<file path="src/rtl/edge_event_arbiter.sv">
// Multi-channel edge-event scheduler: per-channel toggle detectors feed saturating
// pending counters, drained one event at a time through a round-robin valid/ready port.
module edge_event_arbiter #(
  parameter  int N_CH  = 4,
  parameter  int CNT_W = 3,
  localparam int CH_W  = $clog2(N_CH)
) (
  input  logic            clk,
  input  logic            rst,
  input  logic [N_CH-1:0] in,
  input  logic [N_CH-1:0] en,
  output logic            evt_valid,
  input  logic            evt_ready,
  output logic [CH_W-1:0] evt_ch,
  output logic            pend_any,
  output logic [N_CH-1:0] ovf,
  input  logic [N_CH-1:0] ovf_clr
);

  localparam logic [CNT_W-1:0] CNT_MAX  = '1;
  localparam logic [CH_W-1:0]  LAST_CH  = CH_W'(N_CH - 1);

  logic [N_CH-1:0]  in_d;
  logic [CNT_W-1:0] pend_cnt [N_CH];
  logic [CH_W-1:0]  last_grant;

  logic [N_CH-1:0]  edge_det;
  logic [N_CH-1:0]  nonzero;
  logic [N_CH-1:0]  dec_vec;
  logic [N_CH-1:0]  ovf_set;
  logic             load;
  logic             found;
  logic [CH_W-1:0]  cand;
  logic [CH_W-1:0]  sel;

  assign edge_det = (in ^ in_d) & en;

  always_comb begin
    nonzero = '0;
    for (int i = 0; i < N_CH; i++) begin
      nonzero[i] = (pend_cnt[i] != '0);
    end
  end

  assign pend_any = |nonzero;
  assign load     = (!evt_valid || evt_ready) && pend_any;

  // Rotating priority: the search starts just after the last granted channel.
  always_comb begin
    sel   = '0;
    cand  = '0;
    found = 1'b0;
    for (int k = 1; k <= N_CH; k++) begin
      cand = CH_W'((int'(last_grant) + k) % N_CH);
      if (!found && nonzero[cand]) begin
        sel   = cand;
        found = 1'b1;
      end
    end
  end

  always_comb begin
    dec_vec = '0;
    ovf_set = '0;
    for (int i = 0; i < N_CH; i++) begin
      dec_vec[i] = load && (sel == CH_W'(i));
      ovf_set[i] = edge_det[i] && !dec_vec[i] && (pend_cnt[i] == CNT_MAX);
    end
  end

  always_ff @(posedge clk or posedge rst) begin
    if (rst) begin
      in_d <= '0;
    end else begin
      in_d <= in;
    end
  end

  // A simultaneous edge and grant cancel, so a full counter never overflows then.
  always_ff @(posedge clk or posedge rst) begin
    if (rst) begin
      for (int i = 0; i < N_CH; i++) begin
        pend_cnt[i] <= '0;
      end
    end else begin
      for (int i = 0; i < N_CH; i++) begin
        case ({edge_det[i], dec_vec[i]})
          2'b10: begin
            if (pend_cnt[i] != CNT_MAX) begin
              pend_cnt[i] <= pend_cnt[i] + CNT_W'(1);
            end
          end
          2'b01:   pend_cnt[i] <= pend_cnt[i] - CNT_W'(1);
          default: pend_cnt[i] <= pend_cnt[i];
        endcase
      end
    end
  end

  always_ff @(posedge clk or posedge rst) begin
    if (rst) begin
      ovf <= '0;
    end else begin
      ovf <= ovf_set | (ovf & ~ovf_clr);
    end
  end

  always_ff @(posedge clk or posedge rst) begin
    if (rst) begin
      evt_valid  <= 1'b0;
      evt_ch     <= '0;
      last_grant <= LAST_CH;
    end else if (load) begin
      evt_valid  <= 1'b1;
      evt_ch     <= sel;
      last_grant <= sel;
    end else if (evt_ready) begin
      evt_valid  <= 1'b0;
    end
  end

endmodule

</file>
<file path="config.mk">
export PLATFORM = sky130hd
export DESIGN_NAME = edge_event_arbiter
export DESIGN_NICKNAME = d
export VERILOG_FILES = /design/src/rtl/edge_event_arbiter.sv
export SDC_FILE = /design/constraint.sdc
export NUM_CORES = 1
export LEC_CHECK = 0
export CAP_MARGIN = 30
export CORE_MARGIN = 10
export CORE_UTILIZATION = 45
export DETAILED_ROUTE_END_ITERATION = 8
export PLACE_DENSITY_LB_ADDON = 0.05
export SKIP_CTS_REPAIR_TIMING = 1
export SLEW_MARGIN = 30
export SYNTH_ARGS = -nofsm -noshare
export SYNTH_HDL_FRONTEND = slang
export SYNTH_SLANG_ARGS = --single-unit
</file>
<file path="constraint.sdc">
create_clock -name clk -period 2.6 [get_ports clk]
set_clock_uncertainty 0.15 [all_clocks]
set_input_delay 0.39 -clock clk [delete_from_list [all_inputs] [get_ports clk]]
set_output_delay 0.39 -clock clk [all_outputs]
set_load 0.005 [all_outputs]
</file>
==> metrics <==
Tot GR Track Use=a little over a tenth; CP endpoint kind=register; drt initial violations=47; Final setup viols=2; adder-cell share of the synthesized area=5.46%; crit path DAT=between 2000 and 3000 ps; post-synthesis mux area share=5.20%; Antenna Nets Post-Route=0; DRC=0; CTS tree=built; share of the synthesized area in the top cell type=39.2%; Rel. slew slack=65.4%; DP Area=1930 um2; antenna violations before repair=0; Power Density=1130 nW/um2; Synth Area in XOR/XNOR=2.39%; maxcap violations=0; layout cells sized above 1=29.4%; RD Place Congestion=0.855; Max VDD drop=0.501 mV; vias per cell=about 5; Netlist cell types=42; CTS H-Tree Depth=1; sw frac=40.8%; syn_nets=around 170; clock tree sinks=25; Initial Util=47.6%; Hold Vio Cnt, Final=0; worst min-delay path category=in2async; Tot Pwr=between 2 and 2.5 mW; failing checks=negative setup slack; Psw=955 uW; Vias=1272; clock share of power=7.9%; Mapped Avg Cell Area=approximately 9.5 um2; min Tclk post-route=2720 ps; Reg power frac=29.0%; Reg2Reg Depth=7; commonest non-fill, non-tap cell in the layout=buf_4; outcome=finished with violations; RSZ-0062 raised after global routing=yes; synth top area cells=dfrtp_1 39%, fa_1 5.5%, inv_1 4.9%, dfstp_2 3.6%, a21oi_1 3.4%; drt total wl=between 3 and 4 mm; DIE WIDTH=77.1 um; number of global-route vias before repair=1209; synth warn=0; Logic pwr share=63.2%; IO Port Bufs=22; synthesized area=about 1500 um2; compound-cell area share of the yosys netlist=22.2%; Setup crit start kind=register; type of the worst setup path=reg2reg; internal power=1.39 mW; ant diodes=0; post-synthesis cell count=between 150 and 200; commonest non-fill, non-tap cells in the layout=29 x buf_4, 23 x dfrtp_1, 21 x clkdlybuf4s50_1, 19 x inv_1, 12 x nand2_1; row count=20; Clock Path Buffers=2; Die Ht=between 70 and 80 um; Final Instance Area=2070 um2; fin nets=224; area leader, netlist=dfrtp_1; Seq/Total Area, Yosys=42.8%; Max Freq=about 0.37 GHz; CTS clk-pin slew, worst paths=140 ps; critical path data required time=2720 ps; fin worst setup slack=-116 ps; root buf cell=clkbuf_4; HPWL Detailed=2.62 mm; largest net degree at the start of global routing=24; IO Pins=23; first-pass GRT wire length=5.44 mm; Final Cycle Share=104%; main combinational cell family by area after synthesis=compound AO/OA/AOI/OAI gates; Synth-to-Final Area Change=41.3%; total grt overflow=0; Synth Area in Simple Gates=~15%; die area=between 5000 and 6000 um2; TritonRoute pass-1 iters=4; core box area=3080 um2; fin. max-slew vios=0; Leakage Power=0.931 nW; Slew @ Worst Pin=514 ps; Crit Path Max Fanout=4; CTS Buf Count=3; Avg WL per Cell=13.6 um; #FFs+latches synth=25; worst skew pair latency=~330 ps
==> cells by family after synthesis <==
kind of cell,Yosys count
adder cells (fa/ha/maj),4
AO/OA/AOI/OAI,46
buffers and inverters,24
flip-flops,25
multiplexers,7
AND/OR/NAND/NOR,44
XOR/XNOR,4
==> metal layers <==
| metal | vias to the layer above | part of all wire, % | global-route usage, % |
|---|---|---|---|
| met5 | - | 0 | 0 |
| met3 | 4 | 4.4 | 2.80 |
| met2 | 17 | 48 | 17.9 |
| li1 | 645 | - | - |
| met1 | 606 | 46 | 13.2 |
| met4 | 0 | 1.0 | 4.38 |
==> worst max-delay path: stages, from the launching register on <==
cell and delay (ps):
dfrtp_1 440, or3_4 440, a221oi_4 290, o21ai_2 140, or3_4 410, fa_2 360, mux2_4 300, mux2i_1 130
==> worst paths after layout <==
check	startpoint	endpoint	slack (ps)
max	pend_cnt[2]	pend_cnt[11]	-120
min	rst	ovf[1]	50
max reg2reg	pend_cnt[2]	pend_cnt[11]	-120
min reg2reg	evt_ch[1]	evt_ch[1]	360
max in group asynchronous	rst	last_grant[0]	1700
min in group clk	evt_ch[1]	evt_ch[1]	360
==> through the flow <==
step | instances | hold slack [ps] | TNS (ps) | setup slack [ps] | utilization [%]
final | 248 | 52.3 | -169 | -116 | 67.3
after global routing | 248 | 61.8 | -901 | -217 | 67.3
after CTS | 246 | 56.3 | -756 | -200 | 63.5
after detailed placement | 242 | 326 | -431 | -164 | 62.6
after global placement | 242 | 313 | -74.1 | -44.4 | 62.6
after floorplan | 154 | 266 | -374 | -190 | -
==> final cells by class <==
cell class                 instances  area [um2]
fill                             264        1010
multi-input combinational        105         851
sequential                        25         628
timing repair buffer              51         440
inverter                          19        71.3
tap                               44        55.1
clock buffer                       4        26.3
==> Yosys cell counts <==
library cell / count
dfstp_2: 2
or3_4: 1
xor2_1: 4
nor2_1: 7
and2_1: 3
nor2b_1: 1
a211o_1: 1
o211ai_1: 3
and2_0: 1
nand2_1: 13
a32oi_1: 1
mux2i_1: 5
nand3_1: 3
buf_2: 3
clkbuf_1: 1
a31o_2: 1
nand2b_1: 1
o211a_1: 2
o21ai_0: 6
mux2_4: 1
a211oi_2: 1
inv_1: 19
a22o_1: 1
fa_1: 4
a221oi_2: 2
a21oi_1: 10
or2_2: 1
o21ai_1: 2
nand4_1: 1
nor4b_1: 1
o22ai_1: 5
and3_1: 1
a21o_1: 6
o21ai_2: 1
mux2_2: 1
nor3_1: 7
o31ai_1: 1
a211oi_1: 2
a22oi_1: 1
dfrtp_1: 23
buf_6: 1
or3_1: 3
==> registers in the layout (all words and copies together), names as in the netlist <==
register    cells
pend_cnt       12
in_d            4
ovf             4
evt_ch          2
last_grant      2
evt_valid       1
==> power by group through the flow <==
| stage | registers (mW) | clock network (mW) | logic, mW |
|---|---|---|---|
| final | 0.678 | 0.184 | 1.48 |
| after global routing | 0.697 | 0.200 | 1.63 |
| after CTS | 0.657 | 0.188 | 1.31 |
| after detailed placement | 0.666 | 0 | 1.31 |
| after global placement | 0.662 | 0 | 1.25 |
| after floorplan | 0.668 | 0 | 0.804 |
(Power assumes the default switching activity.)
==> edit 1 (config.mk and constraints unchanged) <==
Make the reset (`rst`) synchronous in 4 clocked blocks.
--- a/src/rtl/edge_event_arbiter.sv
+++ b/src/rtl/edge_event_arbiter.sv
@@ -70,3 +70,3 @@
 
-  always_ff @(posedge clk or posedge rst) begin
+  always_ff @(posedge clk) begin
     if (rst) begin
@@ -79,3 +79,3 @@
   // A simultaneous edge and grant cancel, so a full counter never overflows then.
-  always_ff @(posedge clk or posedge rst) begin
+  always_ff @(posedge clk) begin
     if (rst) begin
@@ -99,3 +99,3 @@
 
-  always_ff @(posedge clk or posedge rst) begin
+  always_ff @(posedge clk) begin
     if (rst) begin
@@ -107,3 +107,3 @@
 
-  always_ff @(posedge clk or posedge rst) begin
+  always_ff @(posedge clk) begin
     if (rst) begin
Function: differs if rst is asserted again (counterexample within 4 cycles, from zero or initial values and one cycle with rst high); with rst held inactive, the same outputs for 4 cycles.
==> edit 1 against the unedited design <==
  * Synthesized area is 5.3% higher
  * Non-clock buffer count is 9 higher
  * Design area is 20% higher
  * Critical path type unchanged
  * Setup slack worse by 0.23 ns
  * Critical endpoint is now pend_cnt[2][2]
  * Sequential cell count stayed put
  * Routed wire length is 21% higher
  * Total power is 26% higher
  * Core utilization is 7.1 points higher
  * The run still ends with setup timing left
==> edit 1: results (changes against the unedited design) <==
Status: finished with violations
Failing checks: setup timing
Vias: 1374 (+8.0%)
Slowest-stage cell, CP: edfxtp_1
Post-synthesis sequential area ratio: 0.402 (-0.0264)
Largest net degree at the start of global routing: 15 (-38%)
Cell leakage power: 0.988 nW (+6.1%)
GPL Wtd Cong: 0.778 (-8.9%)
Final HPWL DP: 2920 um (+12%)
Ys async rst share: 0 (-1.00)
Vias in the first global route: 1464 (+21%)
Dpl ws: -0.296 ns (-0.133 ns)
Mean Syn Cell Area: 9.19 um2 (-3.5%)
Top_reg_cell synth: dfxtp_1
Fraction of final layout cells sized beyond drive strength 1: 0.437 (+0.143)
Hold crit path type: reg2reg
Commonest cells in the netlist: nor2_1, nand2_1, a21oi_1, dfxtp_1
Final setup margin: -0.351 ns (-0.235 ns)
Sw Ratio: 0.415 (+0.00735)
DR iter-0 viols: 34 (-28%)
Post-Route WL: 4100 um (+21%)
Compound-gate portion of the synthesized area: 0.101 (-0.121)
XOR/XNOR Fraction of Synth Area: 0.0624 (+0.0385)
Fill cells: 250 (-5.3%)
FMAX: 0.339 GHz (-8.0%)
Syn Nets: 198 (+14%)
Post-synthesis mux area share: 0.00648 (-0.0456)
Layout net count: 260 (+16%)
Post-Route Setup TNS: -1.29 ns (-1.12 ns)
Overall Global Routing Usage: 0.124 (+0.0157)
Max IR drop VDD: 0.000670 V (+34%)
Synth cell types: 33 (-21%)
First-pass GRT wire length: 6330 um (+16%)
Final setup fails: 11 (+9)
Number of synthesized flops with an enable pin: 12 (+12)
[edit 1: cell types whose count changed in the layout (fill, tap and decap cells not counted), sizes merged, moves of 8 or more]
cell	change
buf	+9
dfrtp	-23
dfxtp	+13
edfxtp	+12
ha	+12
nand2b	+9
nor2	+12
o21ai	-8
[edit 1: worst paths after layout]
kind / from / slack [ns] / to / depth (start not counted)
max: pend_cnt[1][2] / -0.35 / pend_cnt[2][2] / 14
min: evt_ch[1] / 0.33 / evt_ch[1] / 2
max reg2reg: pend_cnt[1][2] / -0.35 / pend_cnt[2][2] / 14
min reg2reg: evt_ch[1] / 0.33 / evt_ch[1] / 2
[edit 1: through the flow]
step	cell area (um2)	utilization
after floorplan	1570	-
final	2480	0.744
after CTS	2080	0.624
after global routing	2480	0.744
after global placement	2050	0.615
after detailed placement	2050	0.615
[edit 1: power by group through the flow]
stage	clock [mW]	sequential [mW]	combinational [mW]
finish	0.183	0.694	2.07
global route	0.205	0.716	2.24
CTS	0.193	0.668	1.32
detailed placement	0	0.677	1.31
global placement	0	0.668	1.24
floorplan	0	0.682	0.775
[edit 1: final cells by class]
cell class / count / area [um2] / share of cell area
inverters: 13 / 48.8 / 0.0197
clock buffers: 3 / 22.5 / 0.00907
clock inverters: 1 / 5.00 / 0.00202
flip-flops and latches: 25 / 621 / 0.250
repair buffers: 60 / 527 / 0.212
multi-input cells: 127 / 1200 / 0.484
well taps: 46 / 57.6 / 0.0232
[edit 1: routing by layer]
layer | GRT usage | wire length, um | vias up
li1 | - | - | 684
met1 | 0.143 | 1750 | 665
met2 | 0.214 | 2140 | 21
met3 | 0.0353 | 170 | 4
met4 | 0.0466 | 44 | 0
met5 | 0 | 0 | -
==> edit 2 (config.mk and constraints unchanged) <==
Without the edit above. `CNT_W`: 3 -> 4.
--- a/src/rtl/edge_event_arbiter.sv
+++ b/src/rtl/edge_event_arbiter.sv
@@ -4,3 +4,3 @@
   parameter  int N_CH  = 4,
-  parameter  int CNT_W = 3,
+  parameter  int CNT_W = 4,
   localparam int CH_W  = $clog2(N_CH)
Function: same outputs for any inputs over 4 cycles, from zero or initial values and one cycle with rst high; that may be too few to reach the edited logic, so the function may still have changed.
==> edit 2 against the unedited design <==
  * The run still ends with setup timing left
  * Sequential cell count grew 4
  * Global-route usage rose by 1.4 points
  * Sequential share of layout area down 3.0 points
  * Routed wire length up 31%
  * Synthesized area up 22%
  * Setup slack got worse by 0.34 ns
  * Non-clock buffer count up 22
  * Clock power up 92%
  * Synthesized cell count increased by 12%
  * Design area increased by 29%
  * Total power is 43% higher
  * Critical path depth is 4 higher
==> edit 2: results (changes against the unedited design) <==
Fraction of final layout cells sized beyond drive strength 1: 0.424 (+0.130)
Final setup fails: 12 (+10)
Vias per cell: 5.32 (+3.8%)
Largest net degree at the start of global routing: 30 (+25%)
Power Internal: 2.09 mW (+51%)
CTS Root Cell: clkbuf_8
First-pass GRT wire length: 7110 um (+31%)
PortBufs: 22 (unchanged)
Critical path class: reg2reg
Worst-case reg-to-reg path depth: 11 (+4)
Final setup margin: -0.452 ns (-0.336 ns)
Vias in the first global route: 1620 (+34%)
FF-to-FF Start: pend_cnt[7]
Dpl ws: -0.515 ns (-0.352 ns)
Worst slew margin: 0.710 (+0.0565)
Max IR drop VDD: 0.000634 V (+27%)
Commonest cells in the netlist: dfrtp_1, inv_1, nand2_1
Routed WL per cell: 14.9 um (+9.0%)
H-Tree Depth: 2 (+1)
Final HPWL DP: 3200 um (+22%)
Clock tree buffer depth: 2 (unchanged)
Post-Route Setup TNS: -3.18 ns (-3.01 ns)
Post-synthesis sequential area ratio: 0.409 (-0.0196)
Met3 WL post-DR: 204 um (+38%)
Cell leakage power: 1.22 nW (+31%)
Dominant cells by area after synthesis: dfrtp_1, ha_1, fa_1, xnor2_1, inv_1
Synth cell types: 50 (+19%)
Insertion delay to the later sink of the worst-skew pair: 0.28 ns (-0.05 ns)
DR iter-0 viols: 72 (+53%)
Largest registers: pend_cnt (16), in_d (4), ovf (4)
Clock Pin Slew Worst Setup and Hold Paths: 0.06 ns (-0.08 ns)
Syn Nets: 199 (+15%)
CTS Buf Count: 5 (+2)
Status: finished with violations
Failing checks: setup timing
Met1 wire length: 1770 um (+13%)
Fill cells: 290 (+9.8%)
GPL Wtd Cong: 0.844 (-1.2%)
Max-Cap Viols: 0 (unchanged)
Critical path arrival: 3.09 ns (+0.26 ns)
Crit-path max FO: 3 (-1)
Overall Global Routing Usage: 0.122 (+0.0137)
Detail Route met2 WL: 2380 um (+45%)
Layout net count: 276 (+23%)
-- edit 2: changes by cell type after synthesis, moves of 4 or more --
cell / delta
nand4_1: +4
dfrtp_1: +4
ha_1: +8
nor3_1: -4
xnor2_1: +9
o21ai_0: -6
-- edit 2: final cells by class --
| cell class | instances | area share |
|---|---|---|
| inverter | 19 | 0.0276 |
| clock buffer | 8 | 0.0299 |
| tap | 48 | 0.0225 |
| sequential | 29 | 0.273 |
| timing repair buffer | 73 | 0.232 |
| multi-input combinational | 121 | 0.415 |
-- edit 2: how the worst min path moves through the flow --
stage / startpoint / endpoint / cells past startpoint
3_3_place_gp: evt_ch[1] / evt_ch[1] / 2
5_1_grt: rst / in_d[1] / 3
6_report: rst / evt_ch[0] / 3
4_1_cts: evt_ch[1] / evt_ch[1] / 2
2_1_floorplan: in[0] / in_d[0] / 0
3_5_place_dp: evt_ch[1] / evt_ch[1] / 2
-- edit 2: power by group through the flow --
stage	clock (mW)	sequential, mW	combinational, mW
floorplan	0	0.812	1.09
detailed placement	0	0.779	1.90
global route	0.397	0.814	2.43
finish	0.354	0.792	2.21
CTS	0.366	0.773	1.92
global placement	0	0.773	1.82
-- edit 2: critical path: stages (launching register included) --
cell	delay, ns
dfrtp_1	0.38
or4_4	0.54
or2_4	0.29
nor3_4	0.18
inv_2	0.05
and2_4	0.16
and4_4	0.18
ha_4	0.20
a21o_1	0.16
a21oi_2	0.18
and4b_1	0.24
nor4_2	0.26
-- edit 2: kinds of logic (layout without fill, tap and decap cells) --
logic type | Yosys count | in the layout | synth area share
simple gates | 55 | 55 | 0.183
compound gates | 34 | 34 | 0.144
flops | 29 | 29 | 0.409
buf+inv | 22 | 100 | 0.0548
xor+xnor | 13 | 13 | 0.0639
fa+ha+maj | 12 | 12 | 0.101
mux | 7 | 7 | 0.0442
-- edit 2: metrics by stage --
stage | instances | hold WS (ns) | utilization | cell area (um2)
after global routing | 298 | 0.359 | 0.715 | 2680
final | 298 | 0.338 | 0.715 | 2680
after global placement | 282 | 0.322 | 0.641 | 2400
after floorplan | 172 | 0.271 | - | 1820
after detailed placement | 282 | 0.324 | 0.641 | 2400
after CTS | 290 | 0.342 | 0.663 | 2480
-- edit 2: layer usage --
| layer | vias to the layer above | global-route usage |
|---|---|---|
| met5 | - | 0 |
| met4 | 0 | 0.0462 |
| met1 | 767 | 0.126 |
| met2 | 36 | 0.217 |
| li1 | 771 | - |
| met3 | 12 | 0.0469 |
